## config.mk

```make
export PLATFORM = sky130hd
export DESIGN_NAME = mem_arbiter
export DESIGN_NICKNAME = d
export VERILOG_FILES = /design/src/rtl/mem_arbiter.sv
export SDC_FILE = /design/constraint.sdc
export NUM_CORES = 1
export LEC_CHECK = 0
export ABC_AREA = 1
export CAP_MARGIN = 30
export CORE_AREA = 2 2 205 207
export DETAILED_ROUTE_END_ITERATION = 10
export DIE_AREA = 0 0 207 209
export PLACE_DENSITY = 0.4
export SLEW_MARGIN = 10
export SYNTH_ARGS = -nofsm -noshare
export SYNTH_HDL_FRONTEND = slang
export SYNTH_SLANG_ARGS = --single-unit
```

## constraint.sdc

```tcl
create_clock -name clk -period 1.5 [get_ports clk]
set_input_delay 0.15 -clock clk [delete_from_list [all_inputs] [get_ports clk]]
set_output_delay 0.15 -clock clk [all_outputs]
set_load 0.03 [all_outputs]
```

## src/rtl/mem_arbiter.sv

```systemverilog
// -----------------------------------------------------------------------------
// mem_arbiter
//
// Shares one unified memory port between the instruction-fetch (IF) and
// data-memory (MEM) pipeline stages. One transaction is in flight at a time.
// A down-counter tracks the fixed memory latency. The response is steered back
// to whichever stage owns the transaction, and per-stage stall signals are
// produced for the pipeline hazard logic.
//
// Optional feature macro:
//   ARB_RR_EN  - defined  : round-robin on contention (grant the side that
//                           was not granted last).
//                undefined: fixed priority, MEM always wins contention.
//
// Parameters:
//   MEM_LAT  cycles from command issue to response (legal 1..15)
//   ADDR_W   address width
//   DATA_W   data width
//
// Ports:
//   clk, rst                  clock, synchronous active-high reset
//   IF_req, IF_addr           fetch request (held until IF_valid)
//   MEM_req, MEM_we,
//   MEM_addr, MEM_wdata       data request (held until MEM_valid)
//   mem_cmd                   to memory: 00 NONE, 01 LOAD, 10 STORE
//   mem_addr, mem_wdata       to memory, valid in the issue cycle
//   mem_rdata                 from memory, MEM_LAT cycles after issue
//   IF_rdata, IF_valid        fetch response
//   MEM_rdata, MEM_valid      load data / store acknowledge
//   AR_if_stall, AR_mem_stall per-stage hold requests
// -----------------------------------------------------------------------------
module mem_arbiter #(
    parameter int MEM_LAT = 3,
    parameter int ADDR_W  = 64,
    parameter int DATA_W  = 64
) (
    input  logic              clk,
    input  logic              rst,
    input  logic              IF_req,
    input  logic [ADDR_W-1:0] IF_addr,
    input  logic              MEM_req,
    input  logic              MEM_we,
    input  logic [ADDR_W-1:0] MEM_addr,
    input  logic [DATA_W-1:0] MEM_wdata,
    output logic [1:0]        mem_cmd,
    output logic [ADDR_W-1:0] mem_addr,
    output logic [DATA_W-1:0] mem_wdata,
    input  logic [DATA_W-1:0] mem_rdata,
    output logic [DATA_W-1:0] IF_rdata,
    output logic              IF_valid,
    output logic [DATA_W-1:0] MEM_rdata,
    output logic              MEM_valid,
    output logic              AR_if_stall,
    output logic              AR_mem_stall
);

    localparam logic [1:0] CMD_NONE  = 2'b00;
    localparam logic [1:0] CMD_LOAD  = 2'b01;
    localparam logic [1:0] CMD_STORE = 2'b10;

    // Counter is loaded with MEM_LAT-1 at issue; reaching zero marks the
    // response cycle.
    localparam logic [3:0] CNT_INIT = 4'(MEM_LAT - 1);

    typedef enum logic {
        IDLE = 1'b0,
        BUSY = 1'b1
    } state_t;

    typedef enum logic {
        OWN_IF  = 1'b0,
        OWN_MEM = 1'b1
    } owner_t;

    state_t     state_q, state_d;
    owner_t     owner_q, owner_d;
    owner_t     last_q,  last_d;
    logic [3:0] cnt_q,   cnt_d;

    logic       pick_mem;   // contention winner is MEM

    // ---------------------------------------------------------------------
    // Contention policy
    // ---------------------------------------------------------------------
`ifdef ARB_RR_EN
    assign pick_mem = (last_q == OWN_IF);
`else
    // Fixed priority: MEM (the older instruction) always wins. The last
    // pointer is still maintained but its value does not affect the result.
    assign pick_mem = (last_q == OWN_IF) || 1'b1;
`endif

    // ---------------------------------------------------------------------
    // Next-state and output logic
    // ---------------------------------------------------------------------
    always_comb begin
        state_d   = state_q;
        owner_d   = owner_q;
        last_d    = last_q;
        cnt_d     = cnt_q;
        mem_cmd   = CMD_NONE;
        mem_addr  = '0;
        mem_wdata = '0;
        IF_valid  = 1'b0;
        MEM_valid = 1'b0;

        // While reset is asserted every output stays at zero.
        if (!rst) begin
            unique case (state_q)
                IDLE: begin
                    if (MEM_req && (!IF_req || pick_mem)) begin
                        mem_cmd   = MEM_we ? CMD_STORE : CMD_LOAD;
                        mem_addr  = MEM_addr;
                        mem_wdata = MEM_we ? MEM_wdata : '0;
                        state_d   = BUSY;
                        owner_d   = OWN_MEM;
                        last_d    = OWN_MEM;
                        cnt_d     = CNT_INIT;
                    end else if (IF_req) begin
                        mem_cmd   = CMD_LOAD;
                        mem_addr  = IF_addr;
                        state_d   = BUSY;
                        owner_d   = OWN_IF;
                        last_d    = OWN_IF;
                        cnt_d     = CNT_INIT;
                    end
                end
                BUSY: begin
                    if (cnt_q == 4'd0) begin
                        // Response cycle: no new grant here, back to IDLE
                        // so the next issue happens one cycle later.
                        IF_valid  = (owner_q == OWN_IF);
                        MEM_valid = (owner_q == OWN_MEM);
                        state_d   = IDLE;
                    end else begin
                        cnt_d = cnt_q - 4'd1;
                    end
                end
                default: state_d = IDLE;
            endcase
        end
    end

    // Response data is passed straight through; consumers qualify it with
    // their valid.
    assign IF_rdata     = rst ? '0 : mem_rdata;
    assign MEM_rdata    = rst ? '0 : mem_rdata;
    assign AR_if_stall  = ~rst & IF_req  & ~IF_valid;
    assign AR_mem_stall = ~rst & MEM_req & ~MEM_valid;

    // ---------------------------------------------------------------------
    // State registers
    // ---------------------------------------------------------------------
    always_ff @(posedge clk) begin
        if (rst) begin
            // An in-flight transaction is abandoned; its late response is
            // ignored because the FSM is back in IDLE.
            state_q <= IDLE;
            owner_q <= OWN_IF;
            last_q  <= OWN_IF;
            cnt_q   <= 4'd0;
        end else begin
            state_q <= state_d;
            owner_q <= owner_d;
            last_q  <= last_d;
            cnt_q   <= cnt_d;
        end
    end

endmodule

```

# ---- After elaboration in Yosys (flattened, before gate mapping)
# Cells that the tools add are included.
dict set report word_totals {
  in_bits 261
  word_cells 49
  reg_bits 6
}
dict set report op_classes {
  eq_ne 2
  muxes 30
  addsub 1
  bitwise 9
  reduce_logical 4
}
# operator n
set op_table {}
lappend op_table {{64-bit 2-to-1 mux} 9}
lappend op_table {{1-bit 2-to-1 mux} 12}
lappend op_table {{4-bit 2-to-1 mux} 3}
lappend op_table {{2-bit 2-to-1 mux} 4}
lappend op_table {{4-bit case mux with 2 select lines} 1}
lappend op_table {{1-bit inverter} 5}
lappend op_table {{1-bit AND} 4}
lappend op_table {{4-bit zero test} 1}
lappend op_table {{2-bit AND reduction} 2}
lappend op_table {{4-bit by 1-bit subtractor with 4-bit output (second input constant)} 1}
lappend op_table {{3-bit != test (second input constant)} 1}
lappend op_table {{2-bit != test (second input constant)} 1}
lappend op_table {{1-bit case mux with 2 select lines} 1}
lappend op_table {{2-bit nonzero test} 1}

# ---- Logic depth before layout (Yosys ltp)
# Gate-level depths: netlist of run 1.
dict set report logic_depth {
  depth_word 6
  mapped_depth 8
  depth_no_buf 8
}

# ---- Least setup slack after synthesis of run 1
# OpenSTA, ideal clock, no wires.
dict set report synth_path {
  kind {flip-flop to output port}
  start {register cnt_q[0]}
  end {output port AR_mem_stall}
  stages_incl_launch_ff 6
  n_path_buf 0
  slack_ps -209
  required_time_ps 1350
  arrival_ps 1559
  cell_sequence {dfxtp_1 inv_1 ha_1 nand2_1 nor2_1 nor3_1}
}
dict set report synth_between {
  elab_chain_cells 6
}
# element line
set synth_lines {}
lappend synth_lines {{from (decl)} 78} ;# logic [3:0] cnt_q, cnt_d;
lappend synth_lines {{from (signal assigned)} 166} ;# cnt_q <= cnt_d;
lappend synth_lines {{4-bit zero test} 129} ;# if (cnt_q == 4'd0) begin
lappend synth_lines {{1-bit 2-to-1 mux} 129}
lappend synth_lines {{1-bit 2-to-1 mux} 109} ;# unique case (state_q)
lappend synth_lines {{1-bit 2-to-1 mux} 108} ;# if (!rst) begin
lappend synth_lines {{named net MEM_valid} 52} ;# output logic MEM_valid,
lappend synth_lines {{1-bit inverter} 149} ;# assign AR_mem_stall = ~rst & MEM_req & ~MEM_valid;
lappend synth_lines {{1-bit AND} 149}
lappend synth_lines {{to (decl)} 54} ;# output logic AR_mem_stall
# The timed path passes the listed nets, and every way through them passes these cells.

# ---- Final worst setup path of run 1
dict set report layout_path {
  start {register state_q}
  end {output port mem_addr[21]}
}
dict set report layout_between {
  elab_chain_cells 2
}
# element line
set layout_lines {}
lappend layout_lines {{from (decl)} 75} ;# state_t state_q, state_d;
lappend layout_lines {{from (signal assigned)} 163} ;# state_q <= state_d;
lappend layout_lines {{64-bit 2-to-1 mux} 109}
lappend layout_lines {{64-bit 2-to-1 mux} 108}
lappend layout_lines {{to (decl)} 46} ;# output logic [ADDR_W-1:0] mem_addr,
# Every way passes these cells.

==> results_dict.tcl, run 1 <==
set metrics [dict create \
    start_util_pct 7.48 \
    cts_tree "done" \
    insertion_delay_ns 0.23 \
    slew_headroom_pct 75.3 \
    cts_hold_buf 0 \
    netSwitchingFraction_pct 45.9 \
    routed_wl_mm 20.5 \
    place.gp.congestion 0.865 \
    grt_pass1_vias 5212 \
    antenna_found_initial 0 \
    stdcell_count 1607 \
    worstHoldPathType "in2reg" \
    yosysUniqueCellTypes 26 \
    vias 5154 \
    outcome "finished with violations" \
    clock_skew_ns 0.000706 \
    ys_warn_count 0 \
    peakVddDrop_mv 0.387 \
    place_inst 1597 \
    final_net_count 1332 \
    grt_pass1_wl_mm 30.3 \
    synth_fp_nets 860 \
    route.detailed.drc 0 \
    routedWlPerCell_um 12.8 \
    worstPathArrival_ns 1.43 \
    crit_path_start_kind "flop" \
    final_area_um2 9030 \
    rsz0062_at_grt "yes" \
    boundaryPins 523 \
    power_switching_w 0.00175 \
    pwr-share-comb_pct 82.8 \
    cp_max_fo 43 \
    finalHoldViolCount 0 \
    synthDominantCellAreaShare_pct 23.8 \
    dieArea_um2 43300 \
    htreeDepth 1 \
    num_rows 75 \
    crit_chain "nor2_8, nand3_4, buf_12, o21ai_1, buf_4" \
    place_area_um2 8310 \
    synth_area_leaders "inv_1 24%, buf_4 18%, nand3_1 11%, nor2_1 10%, nor2_2 9.9%" \
    numCtsBuffers 3 \
    finalCriticalPeriod_ns 1.58 \
    drtIter0Drc 181 \
    failed_checks "negative setup slack" \
    synth_common_cells "196 x inv_1, 84 x nor2_1, 75 x buf_4" \
    die_w_um 207 \
    clk_path_buf_depth 2 \
    overflow 0 \
    p_int_w 0.00207 \
    clock-sinks 6 \
    fmax_mhz 633 \
    core_um2 41300 \
    worstMarginPinSlew_ns 0.370 \
    drive_above_1_share_pct 38.9 \
    slowest_delay_ns 0.35 \
    drtAntennaViolNets 0 \
    finish.utilization_pct 21.9 \
    cpMaxStageDelayCell "dfxtp_4" \
    finalWorstSetupSlack_ns -0.0805 \
    finalSetupViolCount 123 \
    cp.required_ns 1.35 \
    diodes 0 \
    drv_slew 0 \
    p_per_area_nw_per_um2 422 \
    avgSynthCellArea_um2 5.16 \
    clkTransAtPathRegs_ns 0.03 \
    yosysMostFrequentCell "inv_1" \
    place_hpwl_mm 17.6 \
    async_flop_share_pct 0 \
    fin_crit_sh_pct 105 \
    pwr-share-seq_pct 5.9 \
    pre_cts_ws_ns -0.271 \
    grt_usage_pct 8.74 \
    grt_max_degree 65 \
    synth_area_um2 3090 \
    synthFlopType "dfxtp_1" \
    crit_path_end_kind "output pin" \
    cts-root-buf "clkbuf_16" \
    syn_inst 598 \
    synth_seq_area_share_pct 3.89 \
    drv_cap 0 \
    portBuffers 522 \
    syn2layout_area_growth_pct 193 \
    crit_type "reg2out" \
    first_pass_iters 6 \
    yosys.area.top_type "inv_1" \
    synth_edf_count 0 \
    fp.dieH_um 209 \
    leakage_nw 4.51 \
    detail_route.vias_per_cell 3.21 \
    ys_ff_latch 6 \
    whs_ns 0.448 \
    power_frac_clock_pct 11.3 \
]
per-stage QoR:
| step | power, W | TNS, ns |
|---|---|---|
| after global routing | 0.00405 | -16.88 |
| after detailed placement | 0.00317 | -3.13 |
| after CTS | 0.00378 | -11.08 |
| after floorplan | 0.00169 | -0.000739 |
| after global placement | 0.00318 | -2.77 |
| final | 0.00381 | -5.71 |
final cells by class:
class                   count  area, um2
fillers                  4611      32300
clock buffers               3       75.1
inverters                 200        761
well taps                 539        674
flip-flops and latches      6        126
repair buffers            565       5610
multi-input cells         294       1780
cells by family (layout without fill, tap and decap cells):
| kind of cell | count (synthesis) | after routing | synth area share (%) |
|---|---|---|---|
| AO/OA/AOI/OAI | 72 | 72 | 11.9 |
| adder cells (fa/ha/maj) | 1 | 1 | 0.405 |
| buffers and inverters | 299 | 768 | 48.5 |
| flip-flops | 6 | 6 | 3.89 |
| AND/OR/NAND/NOR | 220 | 221 | 35.3 |
worst paths after layout:
check	start	to	slack [ns]	cells after the start
setup / recovery	state_q	mem_addr[21]	-0.08	5
hold / removal	rst	state_q	0.45	3
setup reg to reg	cnt_q[0]	cnt_q[0]	0.34	6
hold reg to reg	cnt_q[1]	cnt_q[1]	0.51	2
routing by layer:
metal	vias up	GRT usage, %	wire, um
li1	2606	-	-
met4	0	1.01	160
met2	302	16.1	10500
met5	-	0	0
met3	12	1.95	1600
met1	2234	10.6	8230
registers in the layout, summed over array words and instances (netlist names):
register and count:
owner_q 1, cnt_q 4, state_q 1
critical path: cells and delay by family, from the launching register on:
kind,cells,cell delay [ns]
AND/OR/NAND/NOR,2,0.28
flip-flops,1,0.35
AO/OA/AOI/OAI,1,0.16
buffers and inverters,2,0.38
power groups by stage:
stage                     registers, W  clock network (W)  logic, W
after floorplan               0.000214                  0   0.00148
after global placement        0.000218                  0   0.00296
after detailed placement      0.000217                  0   0.00295
after CTS                     0.000221           0.000435   0.00313
after global routing          0.000229           0.000447   0.00337
final                         0.000225           0.000430   0.00316
repair_timing:
action | in CTS | in global routing
hold endpoints to repair | 0 | 0
resized for setup | 118 | 30
pin swaps | 4 | 3
setup endpoints to repair | 134 | 132
cloned | 0 | 3
setup buffers | 4 | 0
cells in the final DEF, fill, tap and decap left out, drive strengths merged:
| cell | netlist | routed |
|---|---|---|
| a21oi | 5 | 5 |
| buf | 95 | 305 |
| clkbuf | 4 | 5 |
| clkdlybuf4s50 | 0 | 256 |
| clkinv | 1 | 1 |
| dfxtp | 6 | 6 |
| dlygate4sd2 | 0 | 1 |
| dlymetal6s2s | 0 | 1 |
| ha | 1 | 1 |
| inv | 199 | 199 |
| nand2 | 12 | 13 |
| nand3 | 69 | 69 |
| nor2 | 135 | 135 |
| nor3 | 3 | 3 |
| nor4 | 1 | 1 |
| o21ai | 66 | 66 |
| o31ai | 1 | 1 |
No activity file was read; power rests on OpenSTA's default activity.
==> inputs of run 2 (changes only) <==
- DONT_BUFFER_PORTS: not set -> 1
- PLACE_DENSITY: 0.4 -> 0.3
- SLEW_MARGIN: 10 -> not set
==> run 2 against run 1 <==
Against the previous run: the flow finishes with violations (negative hold slack, negative setup slack); routed wire length fell by 17%; cell area fell by 32%; largest cell class unchanged; non-clock buffer count fell by 327.
==> results_dict.tcl, run 2 (synthesized netlist as in run 1, its figures left out) <==
set metrics [dict create \
    final_net_count 1007 \
    cpMaxStageDelayCell "dfxtp_4" \
    rsz0062_at_grt "yes" \
    r2r_cells 6 \
    crit_path_end_kind "output pin" \
    finalCriticalPeriod_ns 1.65 \
    routed_wl_mm 17.0 \
    path_common_cell "buf_6" \
    overflow 0 \
    min_to "state_q" \
    detail_route.vias_per_cell 3.22 \
    drtAntennaViolNets 0 \
    netSwitchingFraction_pct 54.2 \
    outcome "finished with violations" \
    boundaryPins 523 \
    routedWlPerCell_um 13.2 \
    route.detailed.drc 0 \
    clk_path_buf_depth 2 \
    cts-root-buf "clkbuf_16" \
    slowest_delay_ns 0.35 \
    drv_slew 0 \
    power_w 0.00301 \
    fp.dieH_um 209 \
    place_hpwl_mm 13.1 \
    portBuffers 0 \
    place.gp.congestion 0.878 \
    place_area_um2 4730 \
    antenna_found_initial 1 \
    final_common_cell "inv_1" \
    peakVddDrop_mv 0.483 \
    finalHoldViolCount 1 \
    cts_tree "done" \
    fin_crit_sh_pct 110 \
    drv_cap 0 \
    first_pass_iters 4 \
    drive_above_1_share_pct 48.3 \
    grt_pass1_wl_mm 23.1 \
    core_um2 41300 \
    timing.rr.end "cnt_q[0]" \
    num_rows 75 \
    failed_checks "negative hold slack, negative setup slack" \
    final_cell_mix "194 x inv_1, 121 x buf_4, 101 x buf_6" \
    worstMarginPinSlew_ns 0.325 \
    numCtsBuffers 3 \
    finalSetupViolCount 123 \
    r2r_setup_slack_ns 0.31 \
    grt_pass1_vias 3906 \
    power_frac_clock_pct 14.2 \
    leakage_nw 3.13 \
    pwr-share-comb_pct 78.4 \
    hold_depth 1 \
    largest_reg_flops 4 \
    crit_chain "nor2_8, buf_12, buf_6, nand3_4, buf_6, o21ai_4, buf_6" \
    p_per_area_nw_per_um2 492 \
    clkTransAtPathRegs_ns 0.03 \
    regMostFlops "cnt_q" \
    cp_max_fo 7 \
    grt_usage_pct 6.85 \
    syn2layout_area_growth_pct 98.2 \
    slew_headroom_pct 78.3 \
    insertion_delay_ns 0.23 \
    r2r_start "cnt_q[0]" \
    pwr-share-seq_pct 7.4 \
    p_int_w 0.00138 \
    place_inst 1260 \
    fmax_mhz 607 \
    crit_type "reg2out" \
    clock_skew_ns 0.00174 \
    final_area_um2 6120 \
    finalWorstSetupSlack_ns -0.147 \
    drtIter0Drc 194 \
    dieArea_um2 43300 \
    vias 4135 \
    clock-sinks 6 \
    power_switching_w 0.00163 \
    worstHoldPathType "in2reg" \
    whs_ns -0.00623 \
    start_util_pct 7.48 \
    crit_path_start_kind "flop" \
    top_regs "cnt_q: 4 flops, owner_q: 1 flops, state_q: 1 flops" \
    die_w_um 207 \
    cp.required_ns 1.35 \
    htreeDepth 1 \
    stdcell_count 1283 \
    grt_max_degree 73 \
    worstHoldStart "rst" \
    worstPathArrival_ns 1.50 \
    finish.utilization_pct 14.8 \
]
## run 2: worst max path at each step
stage	startpoint	to	slack, ns
after floorplan	cnt_q[0]	AR_mem_stall	-0.0007
after global placement	state_q	mem_addr[1]	0.01
after detailed placement	state_q	mem_wdata[52]	-0.01
after CTS	state_q	mem_addr[52]	-0.14
after global routing	state_q	mem_addr[23]	-0.21
final	state_q	mem_addr[56]	-0.15
## run 2: routing by layer
metal | share of wire, % | vias up | global-route usage, % | routed length (um)
met5 | 0 | - | 0 | 0
met4 | 1.7 | 0 | 1.72 | 294
met3 | 9.1 | 13 | 2.04 | 1550
met2 | 51 | 336 | 12.6 | 8710
met1 | 38 | 1834 | 7.70 | 6410
li1 | - | 1952 | - | -
## run 2: worst max-delay path: cells and delay by family (launching register included)
family / cells / cell delay, ns
buffers and inverters: 4 / 0.58
DFF: 1 / 0.35
and+or+nand+nor: 2 / 0.21
AOI/OAI and AO/OA: 1 / 0.13
## run 2: power groups by stage
stage	sequential, W	clock, W	combinational, W
finish	0.000224	0.000427	0.00236
global route	0.000231	0.000450	0.00250
CTS	0.000224	0.000435	0.00221
detailed placement	0.000217	0	0.00189
global placement	0.000217	0	0.00190
floorplan	0.000214	0	0.00148
## run 2: through the flow
stage,setup TNS (ns),setup WS [ns]
CTS,-9.71,-0.139
floorplan,-0.000739,-0.000739
global route,-17.18,-0.209
detailed placement,-0.0112,-0.0112
finish,-8.71,-0.147
global placement,0,0.0102
## run 2: what timing repair did
action	CTS	global route
endpoints found under the hold margin	1	1
resized for setup	199	64
gates cloned	3	3
endpoints found under the setup margin	131	132
buffers inserted	9	4
pin swaps	5	2
## run 2: cell type report
cell class                 instances  area [um2]
fill                            4712       35200
sequential                         6         126
tap                              539         674
antenna                            1        2.50
multi-input combinational        296        2110
inverter                         200         757
clock buffer                       3        75.1
timing repair buffer             238        2370
